<file path="src/rtl/approx_err_pkg.sv">
// Shared widths, FSM encoding and the error-distance helper for approx_err_stat.
package approx_err_pkg;

    localparam int unsigned CNT_W_DEF = 16;
    localparam int unsigned SUM_W_DEF = 32;
    localparam int unsigned OP_W      = 8;
    localparam int unsigned PROD_W    = 16;

    localparam logic [1:0] ST_IDLE  = 2'd0;
    localparam logic [1:0] ST_RUN   = 2'd1;
    localparam logic [1:0] ST_DRAIN = 2'd2;
    localparam logic [1:0] ST_DONE  = 2'd3;

    // Unsigned absolute difference; either operand may be the larger one.
    function automatic logic [PROD_W-1:0] abs_diff16(input logic [PROD_W-1:0] x,
                                                     input logic [PROD_W-1:0] y);
        return (x >= y) ? (x - y) : (y - x);
    endfunction

endpackage

</file>
<file path="src/rtl/approx_err_stat_if.sv">
// Sample stream: operand pair plus the approximate product, valid/ready handshake.
interface approx_err_stat_if;
    import approx_err_pkg::*;

    logic              in_valid;
    logic              in_ready;
    logic [OP_W-1:0]   a;
    logic [OP_W-1:0]   b;
    logic [PROD_W-1:0] prod8;

    modport master (output in_valid, output a, output b, output prod8, input in_ready);
    modport slave  (input in_valid, input a, input b, input prod8, output in_ready);

endinterface

</file>
<file path="src/rtl/err_dist16.sv">
// Exact 8x8 product for stage 1 and |exact - approx| for stage 2 (combinational).
module err_dist16
    import approx_err_pkg::*;
(
    input  logic [OP_W-1:0]   a,
    input  logic [OP_W-1:0]   b,
    input  logic [PROD_W-1:0] exact,
    input  logic [PROD_W-1:0] approx,
    output logic [PROD_W-1:0] prod_c,
    output logic [PROD_W-1:0] ed_c,
    output logic              nz_c
);

    assign prod_c = PROD_W'(a) * PROD_W'(b);
    assign ed_c   = abs_diff16(exact, approx);
    assign nz_c   = (ed_c != '0);

endmodule

</file>
<file path="src/rtl/approx_err_stat.sv">
// Error statistics over a programmed number of approximate-multiplier samples.
module approx_err_stat
    import approx_err_pkg::*;
#(
    parameter int unsigned CNT_W = CNT_W_DEF,
    parameter int unsigned SUM_W = SUM_W_DEF
) (
    input  logic               clk,
    input  logic               rst,
    input  logic               start,
    input  logic [CNT_W-1:0]   num_samples,
    approx_err_stat_if.slave   smp,
    output logic               busy,
    output logic               done,
    output logic [SUM_W-1:0]   sum_ed,
    output logic [PROD_W-1:0]  max_ed,
    output logic [CNT_W-1:0]   err_cnt
);

    logic [1:0]        state;
    logic [1:0]        state_nxt;
    logic [CNT_W-1:0]  num_lat;
    logic [CNT_W-1:0]  accepted;
    logic              in_ready;
    logic              s1_v;
    logic [PROD_W-1:0] s1_exact;
    logic [PROD_W-1:0] s1_prod;
    logic              s2_v;
    logic [PROD_W-1:0] s2_ed;
    logic              s2_nz;

    logic              xfer_c;
    logic              start_ok_c;
    logic [CNT_W-1:0]  acc_inc_c;
    logic              last_c;
    logic [PROD_W-1:0] prod_c;
    logic [PROD_W-1:0] ed_c;
    logic              nz_c;

    assign smp.in_ready = in_ready;
    assign xfer_c       = smp.in_valid & in_ready;
    assign start_ok_c   = start & ((state == ST_IDLE) | (state == ST_DONE));
    assign acc_inc_c    = accepted + CNT_W'(1);
    assign last_c       = xfer_c & (acc_inc_c == num_lat);

    err_dist16 u_dist (
        .a      (smp.a),
        .b      (smp.b),
        .exact  (s1_exact),
        .approx (s1_prod),
        .prod_c (prod_c),
        .ed_c   (ed_c),
        .nz_c   (nz_c)
    );

    // Next-state logic; DRAIN leaves only once both pipeline stages are empty.
    always_comb begin
        state_nxt = state;
        case (state)
            ST_IDLE, ST_DONE: begin
                if (start) begin
                    state_nxt = (num_samples == '0) ? ST_DONE : ST_RUN;
                end
            end
            ST_RUN: begin
                if (last_c) begin
                    state_nxt = ST_DRAIN;
                end
            end
            ST_DRAIN: begin
                if (!s1_v && !s2_v) begin
                    state_nxt = ST_DONE;
                end
            end
            default: state_nxt = ST_IDLE;
        endcase
    end

    // State register with registered status decodes.
    always_ff @(posedge clk) begin
        if (rst) begin
            state <= ST_IDLE;
            busy  <= 1'b0;
            done  <= 1'b0;
        end else begin
            state <= state_nxt;
            busy  <= (state_nxt == ST_RUN) | (state_nxt == ST_DRAIN);
            done  <= (state_nxt == ST_DONE);
        end
    end

    // Run bookkeeping: sample budget, accepted count and input readiness.
    always_ff @(posedge clk) begin
        if (rst) begin
            num_lat  <= '0;
            accepted <= '0;
            in_ready <= 1'b0;
        end else if (start_ok_c) begin
            num_lat  <= num_samples;
            accepted <= '0;
            in_ready <= (num_samples != '0);
        end else if (xfer_c) begin
            accepted <= acc_inc_c;
            if (last_c) begin
                in_ready <= 1'b0;
            end
        end
    end

    // Two-stage pipeline: exact product, then error distance.
    always_ff @(posedge clk) begin
        if (rst) begin
            s1_v     <= 1'b0;
            s1_exact <= '0;
            s1_prod  <= '0;
            s2_v     <= 1'b0;
            s2_ed    <= '0;
            s2_nz    <= 1'b0;
        end else begin
            s1_v <= xfer_c;
            s2_v <= s1_v;
            if (xfer_c) begin
                s1_exact <= prod_c;
                s1_prod  <= smp.prod8;
            end
            if (s1_v) begin
                s2_ed <= ed_c;
                s2_nz <= nz_c;
            end
        end
    end

    // Statistics accumulators, cleared by an accepted start.
    always_ff @(posedge clk) begin
        if (rst) begin
            sum_ed  <= '0;
            max_ed  <= '0;
            err_cnt <= '0;
        end else if (start_ok_c) begin
            sum_ed  <= '0;
            max_ed  <= '0;
            err_cnt <= '0;
        end else if (s2_v) begin
            sum_ed  <= sum_ed + SUM_W'(s2_ed);
            err_cnt <= err_cnt + CNT_W'(s2_nz);
            if (s2_ed > max_ed) begin
                max_ed <= s2_ed;
            end
        end
    end

endmodule

</file>
<file path="src/flat_wrapper.sv">
// flat-port wrapper written by rule: the top's interface ports become plain ports
module approx_err_stat_flat import approx_err_pkg::*;
#(
    parameter int unsigned CNT_W = CNT_W_DEF,
    parameter int unsigned SUM_W = SUM_W_DEF
)
  (clk, rst, start, num_samples, busy, done, sum_ed, max_ed, err_cnt, smp_in_valid, smp_a, smp_b, smp_prod8, smp_in_ready);
  approx_err_stat_if smp_i ();
  input  logic clk;
  input  logic rst;
  input  logic start;
  input  logic [CNT_W-1:0] num_samples;
  output logic busy;
  output logic done;
  output logic [SUM_W-1:0] sum_ed;
  output logic [PROD_W-1:0] max_ed;
  output logic [CNT_W-1:0] err_cnt;
  input wire logic [$bits(smp_i.in_valid)-1:0] smp_in_valid;
  input wire logic [$bits(smp_i.a)-1:0] smp_a;
  input wire logic [$bits(smp_i.b)-1:0] smp_b;
  input wire logic [$bits(smp_i.prod8)-1:0] smp_prod8;
  output wire logic [$bits(smp_i.in_ready)-1:0] smp_in_ready;
  assign smp_i.in_valid = smp_in_valid;
  assign smp_i.a = smp_a;
  assign smp_i.b = smp_b;
  assign smp_i.prod8 = smp_prod8;
  assign smp_in_ready = smp_i.in_ready;
  approx_err_stat #(.CNT_W(CNT_W), .SUM_W(SUM_W)) u_core (.clk(clk), .rst(rst), .start(start), .num_samples(num_samples), .smp(smp_i), .busy(busy), .done(done), .sum_ed(sum_ed), .max_ed(max_ed), .err_cnt(err_cnt));
endmodule
</file>
<file path="config.mk">
export PLATFORM = sky130hd
export DESIGN_NAME = approx_err_stat_flat
export DESIGN_NICKNAME = d
export VERILOG_FILES = /design/src/rtl/approx_err_pkg.sv /design/src/rtl/approx_err_stat_if.sv /design/src/rtl/err_dist16.sv /design/src/rtl/approx_err_stat.sv /design/src/flat_wrapper.sv
export SDC_FILE = /design/constraint.sdc
export NUM_CORES = 1
export LEC_CHECK = 0
export ABC_AREA = 1
export CAP_MARGIN = 40
export CORE_MARGIN = 3
export CORE_UTILIZATION = 40
export DETAILED_ROUTE_END_ITERATION = 12
export PLACE_DENSITY = 0.65
export SLEW_MARGIN = 20
export SYNTH_ARGS = -nofsm -noshare
export SYNTH_HDL_FRONTEND = slang
export SYNTH_HIERARCHICAL = 1
export SYNTH_SLANG_ARGS = --single-unit
</file>
<file path="constraint.sdc">
create_clock -name clk -period 15 [get_ports clk]
set_clock_uncertainty 0.05 [all_clocks]
set_input_delay 2.25 -clock clk [delete_from_list [all_inputs] [get_ports clk]]
set_output_delay 2.25 -clock clk [all_outputs]
set_load 0.01 [all_outputs]
</file>
After elaboration in Yosys (flattened, before gate mapping) --
Index checks and enable logic that the tools add are counted.
Storage, ports and cells: input bits 52, bits in registers 152, output and inout port bits 67, word-level logic and storage cells 57
Cells by class: add/subtract/negate cells 5, order comparisons 2, $mul 1, eq/ne operators 7, bitwise gates (word level) 5, reductions and logical operators 13, mux-type cells 9
Operators by type and width (count):
- $add A32 B16 Y32 | 1
- $reduce_bool A16 Y1 | 2
- $sub A16 B16 Y16 | 2
- $add A16 B1 Y16 | 1
- $add A16 B1 Y16 const B | 1
- $eq A16 B16 Y1 | 1
- $ge A16 B16 Y1 | 1
- $gt A16 B16 Y1 | 1
- $logic_not A16 Y1 | 1
- $mul A8 B8 Y16 | 1
- $mux W16 | 1
- $eq A2 B2 Y1 const B | 4
- $mux W2 | 4
- $pmux W2 S3 | 1
- $eq A2 B1 Y1 const B | 2
- $reduce_and A2 Y1 | 2
- $reduce_bool A2 Y1 | 2
- $reduce_or A2 Y1 | 2
- $and A1 B1 Y1 | 3
- $mux W1 | 3
- $logic_not A1 Y1 | 2
- $logic_not A2 Y1 | 1
- $or A1 B1 Y1 | 2
- $logic_and A1 B1 Y1 | 1

Logic depth before layout (Yosys ltp) --
word-level depth 7, depth in mapped cells 24, depth with buffers taken out 23

By module --
The synthesis kept the hierarchy.
By module, submodules not included:
- approx_err_stat | times used 1, cells each 1112, area an instance 7776.2 µm², sequential area each 3042.9 µm²
- err_dist16 | times used 1, cells each 759, area an instance 4481.8 µm², sequential area each 0.0 µm²

Worst setup path before layout --
Ideal clock, no wire load.
path kind input port to flip-flop, start input smp_b[7], end register u_core.s1_exact[12], slack 8.731 ns, library setup time 0.116 ns, buffers on the path 1, arrival 6.103 ns, stages 18, required time 14.834 ns, cells stage by stage clkbuf_1 -> nand2_1 -> fa_1 -> fa_1 -> inv_1 -> fa_1 -> inv_1 -> fa_1 -> inv_1 -> ha_1 -> a21oi_1 -> inv_1 -> a31oi_1 -> o21ai_0 -> a21oi_1 -> xnor2_1 -> o21ai_0 -> nor2_1
On the way: cells in the longest elaborated chain, start to end 1
Ends and longest elaborated chain:
- start, declared | RTL line flat_wrapper.sv:20 | input wire logic [$bits(smp_i.b)-1:0] smp_b;
- $mul A8 B8 Y16 | RTL line err_dist16.sv:14 | assign prod_c = PROD_W'(a) * PROD_W'(b);
- via u_core.prod_c[12] | RTL line approx_err_stat.sv:36 | logic [PROD_W-1:0] prod_c;
- end signal, assigned | RTL line approx_err_stat.sv:123 | s1_exact <= prod_c;
- end, declared | RTL line approx_err_stat.sv:26 | logic [PROD_W-1:0] s1_exact;
The timed path passes the listed nets, and every way through them passes these cells. A chain may end at the register's enable or synchronous reset.

Worst setup path in the final report --
Same ends and word-level chain as after synthesis.

==> Flow_metrics.wiki <==
{| class="wikitable"
! Metric !! Value
|-
| Count of buffers added by post-CTS timing repair for setup || 0
|-
| Number of buffers inserted during clock tree synthesis || 17
|-
| Hold-critical path endpoint || u_core/num_lat[10]$_SDFFE_PP0P_
|-
| Most repeated cell in the gate-level netlist after synthesis || nand2_1
|-
| Chip Width || 181 um
|-
| CTS tree || built
|-
| Number of hold violations in the final report || 0
|-
| Die span in y || 181 um
|-
| Post-detailed-route wirelength per cell || approximately 13 um
|-
| Power density normalized to cell area || 143 nW/um^2
|-
| Required time of the worst setup path || roughly 15 ns
|-
| H-tree depth reported by CTS || 4
|-
| Worst-case reg-to-reg path depth || 11
|-
| Min setup slack post-route || about 8.5 ns
|-
| Detailed-routing iteration count for the pre-antenna-repair pass || 5
|-
| Row cnt || 63
|-
| Sequential power share || 24.6%
|-
| Clock transition at the registers of the reported paths || about 0.070 ns
|-
| Ys flop type || dfxtp_1
|-
| Fin Hold WS || 0.418 ns
|-
| Flop2flop setup slack || 11.20 ns
|-
| Initial Utilization || 40.9%
|-
| Number of DRC violations after detailed-routing iteration 0 || just over 600
|-
| Routed via count divided by cell count || 4.90
|-
| Peak clock frequency supported by timing || 153 MHz
|-
| Switching component of the power || 0.950 mW
|-
| Area added between synthesis and finish || 16.4%
|-
| Fin crit share || 43.5%
|-
| Post-synth design cell area || 12,300 um^2
|-
| Top-level I/O count || 119
|-
| Via count of the first global-routing pass || 11,100
|-
| Buf+Inv Stages, Crit Path || 5
|-
| Pin count of the biggest net entering global routing || 66
|-
| Net count, final || roughly 2,100
|-
| Number of nets still failing antenna checks after routing || 0
|-
| Critical-path maximum fanout || 8
|-
| Yosys synthesis warning count || 6
|-
| Switching share of power || a little under half
|-
| Average cell area after synthesis || 6.55 um^2
|-
| Max VDD drop || 0.112 mV
|-
| Number of antenna violations at the first check in global routing || 1
|-
| Seq cells post-synth || ~150
|-
| Number of buffers on the longest clock path || 2
|-
| RSZ-0062 raised after global routing || false
|-
| Port-buffer cells || 118
|-
| Classification of the worst-slack hold path || reg -> reg
|-
| Leading post-synthesis cells by cell area || dfxtp_1 25%, nand2_1 13%, ha_1 11%, inv_1 9.9%, nor2_1 6.4%
|-
| Fraction of synthesized cell area taken by the top area cell type || 24.8%
|-
| Setup Total Neg Slack || 0 ns
|-
| Launch instance of the worst register-to-register path || u_core/state[0]$_SDFF_PP0_
|-
| Worst Setup Start Kind || primary input
|-
| Pre-CTS setup slack || slightly above 8 ns
|-
| Run status || finished clean
|-
| Number of flops mapped to enable cells by yosys || 0
|-
| Power share of the combinational group || 54.1%
|-
| CP peak stage delay || 0.64 ns
|-
| Async set or reset register ratio after synthesis || 0%
|-
| Critical Path AT || a little under 7 ns
|-
| Sequential area share after synthesis || 24.8%
|-
| Final weighted congestion of routability-driven global placement || 0.952
|-
| Standard cell with the maximum stage delay on the critical path || clkdlybuf4s50_1
|-
| Most common library cells after synthesis || 440 x nand2_1, 322 x inv_1, 209 x nor2_1, 152 x dfxtp_1, 125 x o21ai_0
|-
| Cell-by-cell listing of the critical path || clkdlybuf4s50_1 > nand2_1 > fa_1 > fa_1 > inv_1 > fa_1 > inv_1 > fa_1 > inv_1 > ha_1 > a21oi_1 > inv_1 > a31oi_1 > o21ai_0 > a21oi_1 > xnor2_1 > o21ai_0 > nor2_1
|-
| Number of max-capacitance violations reported || 0
|-
| Portion of total power attributed to the clock network || approximately a fifth
|-
| Worst slew slack as a fraction of its limit || between 40% and 50%
|-
| Post-Syn Instances || about 1,900
|-
| Count of endpoints failing setup in the final report || 0
|-
| Type of destination of the critical path || flop
|-
| Floorplan die area || 32,800 um^2
|-
| Master cell of the clock root buffer || clkbuf_16
|-
| Power Internal || 1.09 mW
|-
| Global-route congestion overflow total || 0
|-
| Routed WL || 31,600 um
|-
| Post-placement cell count || around 2,300
|-
| Time the worst path needs with I/O delays and setup || 6.53 ns
|-
| Number of clock sinks seen by CTS || 152
|-
| Endpoint of the most critical register-to-register path || u_core/sum_ed[6]$_SDFFE_PP0P_
|-
| Synthesized netlist net count || 2,067
|-
| Hold_buf cts || 0
|-
| Hold Startpoint || u_core/num_lat[10]$_SDFFE_PP0P_
|-
| Clock latency on the worst-skew pair || about 0.43 ns
|-
| Reported leakage power || ~6.9 nW
|-
| Total of fill cells in the finished design || 3,115
|-
| Yosys cell types || 55
|-
| Setup Crit Path Kind || in -> reg
|-
| DP Wirelength || 25,000 um
|-
| Hold Path Depth || 2
|-
| Number of remaining DRC errors || 0
|-
| Placeable core area || approximately 30,000 um^2
|-
| Share of the core filled with cells in the final layout || 47.6%
|-
| First-pass GRT wire length || ~53,000 um
|-
| Via count || roughly 12,000
|-
| Pins Over Slew Limit || 0
|-
| Share of layout cells above drive strength 1 || approximately 5.4%
|-
| Aggregate global-route resource usage || 19.3%
|-
| Worst Tran Pin Value || between 0.8 and 0.9 ns
|-
| Cell type with the largest total area after synthesis || dfxtp_1
|-
| Gates resized, CTS repair || 0
|-
| Category of cells accounting for the largest share of critical-path delay || adder cells
|-
| Final non-filler cell total || approximately 2,400
|}
-- stage by stage --
step / power (mW) / cell area (um^2)
global placement: 1.59 / 13700
detailed placement: 1.61 / 13700
global route: 2.24 / 14300
finish: 2.04 / 14300
floorplan: 1.37 / 12300
CTS: 2.05 / 14300
-- per-layer routing --
metal,global-route usage (%),vias to the layer above,wire (um)
li1,-,6048,-
met1,25.6,5203,15200
met2,32.6,231,14500
met3,2.11,50,1090
met4,6.83,0,798
met5,0,-,0
-- tightest hold or removal path, stage by stage, from the launching register on --
cell and delay (ns):
dfxtp_1 0.31, inv_1 0.06, a21oi_1 0.05
-- worst max-delay path by stage --
| stage | to | depth (start not counted) | from | slack (ns) |
|---|---|---|---|---|
| 4_1_cts | u_core/s1_exact[12]$_SDFFE_PP0P_ | 18 | smp_b[7] | 8.47 |
| 5_1_grt | u_core/s1_exact[12]$_SDFFE_PP0P_ | 18 | smp_b[7] | 8.09 |
| 2_1_floorplan | u_core/s1_exact[12]$_SDFFE_PP0P_ | 18 | smp_b[7] | 8.73 |
| 6_report | u_core/s1_exact[12]$_SDFFE_PP0P_ | 18 | smp_b[7] | 8.47 |
| 3_5_place_dp | u_core/s1_exact[15]$_SDFFE_PP0P_ | 21 | smp_b[4] | 8.05 |
| 3_3_place_gp | u_core/s1_exact[12]$_SDFFE_PP0P_ | 18 | smp_b[7] | 8.12 |
-- cells in the final DEF, fill, tap and decap left out, types with 20 or more instances in the layout --
master | Yosys | routed
a21oi_1 | 122 | 122
clkdlybuf4s50_1 | 0 | 118
dfxtp_1 | 152 | 152
fa_1 | 39 | 39
ha_1 | 105 | 105
inv_1 | 322 | 322
nand2_1 | 440 | 440
nand2_2 | 20 | 20
nand3_1 | 85 | 85
nand4_1 | 28 | 28
nor2_1 | 209 | 208
nor3_1 | 23 | 23
o21ai_0 | 125 | 125
-- power groups by stage --
stage | Sequential [mW] | Combinational (mW) | Clock [mW]
2_1_floorplan | 0.494 | 0.872 | 0
5_1_grt | 0.509 | 1.27 | 0.462
3_3_place_gp | 0.509 | 1.08 | 0
4_1_cts | 0.502 | 1.11 | 0.445
6_report | 0.502 | 1.11 | 0.435
3_5_place_dp | 0.511 | 1.10 | 0
-- state kept, by name, summed over array words and instances, names as in the netlist --
name	flops
u_core/sum_ed	32
u_core/accepted	16
u_core/err_cnt	16
u_core/max_ed	16
u_core/num_lat	16
u_core/s1_exact	16
u_core/s1_prod	16
u_core/s2_ed	16
u_core/state	2
u_core/busy	1
u_core/done	1
u_core/s1_v	1
u_core/s2_nz	1
u_core/s2_v	1
u_core/smp.in_ready	1
-- layout make-up --
| cell class | count | area (um^2) | area share, % |
|---|---|---|---|
| well taps | 390 | 488 | 3.42 |
| clock inverters | 13 | 131 | 0.921 |
| diodes | 1 | 2.50 | 0.0175 |
| flip-flops and latches | 152 | 3040 | 21.3 |
| inverters | 334 | 1250 | 8.79 |
| repair buffers | 124 | 1230 | 8.59 |
| multi-input cells | 1321 | 7670 | 53.8 |
| clock buffers | 19 | 453 | 3.17 |
-- cell families (layout without fill, tap and decap cells) --
logic type	count (synthesis)	in the layout	share of synthesized area, %
adders and majority gates	144	144	17.1
and+or+nand+nor	854	854	30.1
AOI/OAI and AO/OA	291	291	12.9
xor gates and xnor gates	32	32	2.40
other	0	1	0
buffers and inverters	398	490	12.7
DFF	152	152	24.8
(Power assumes the default switching activity.)
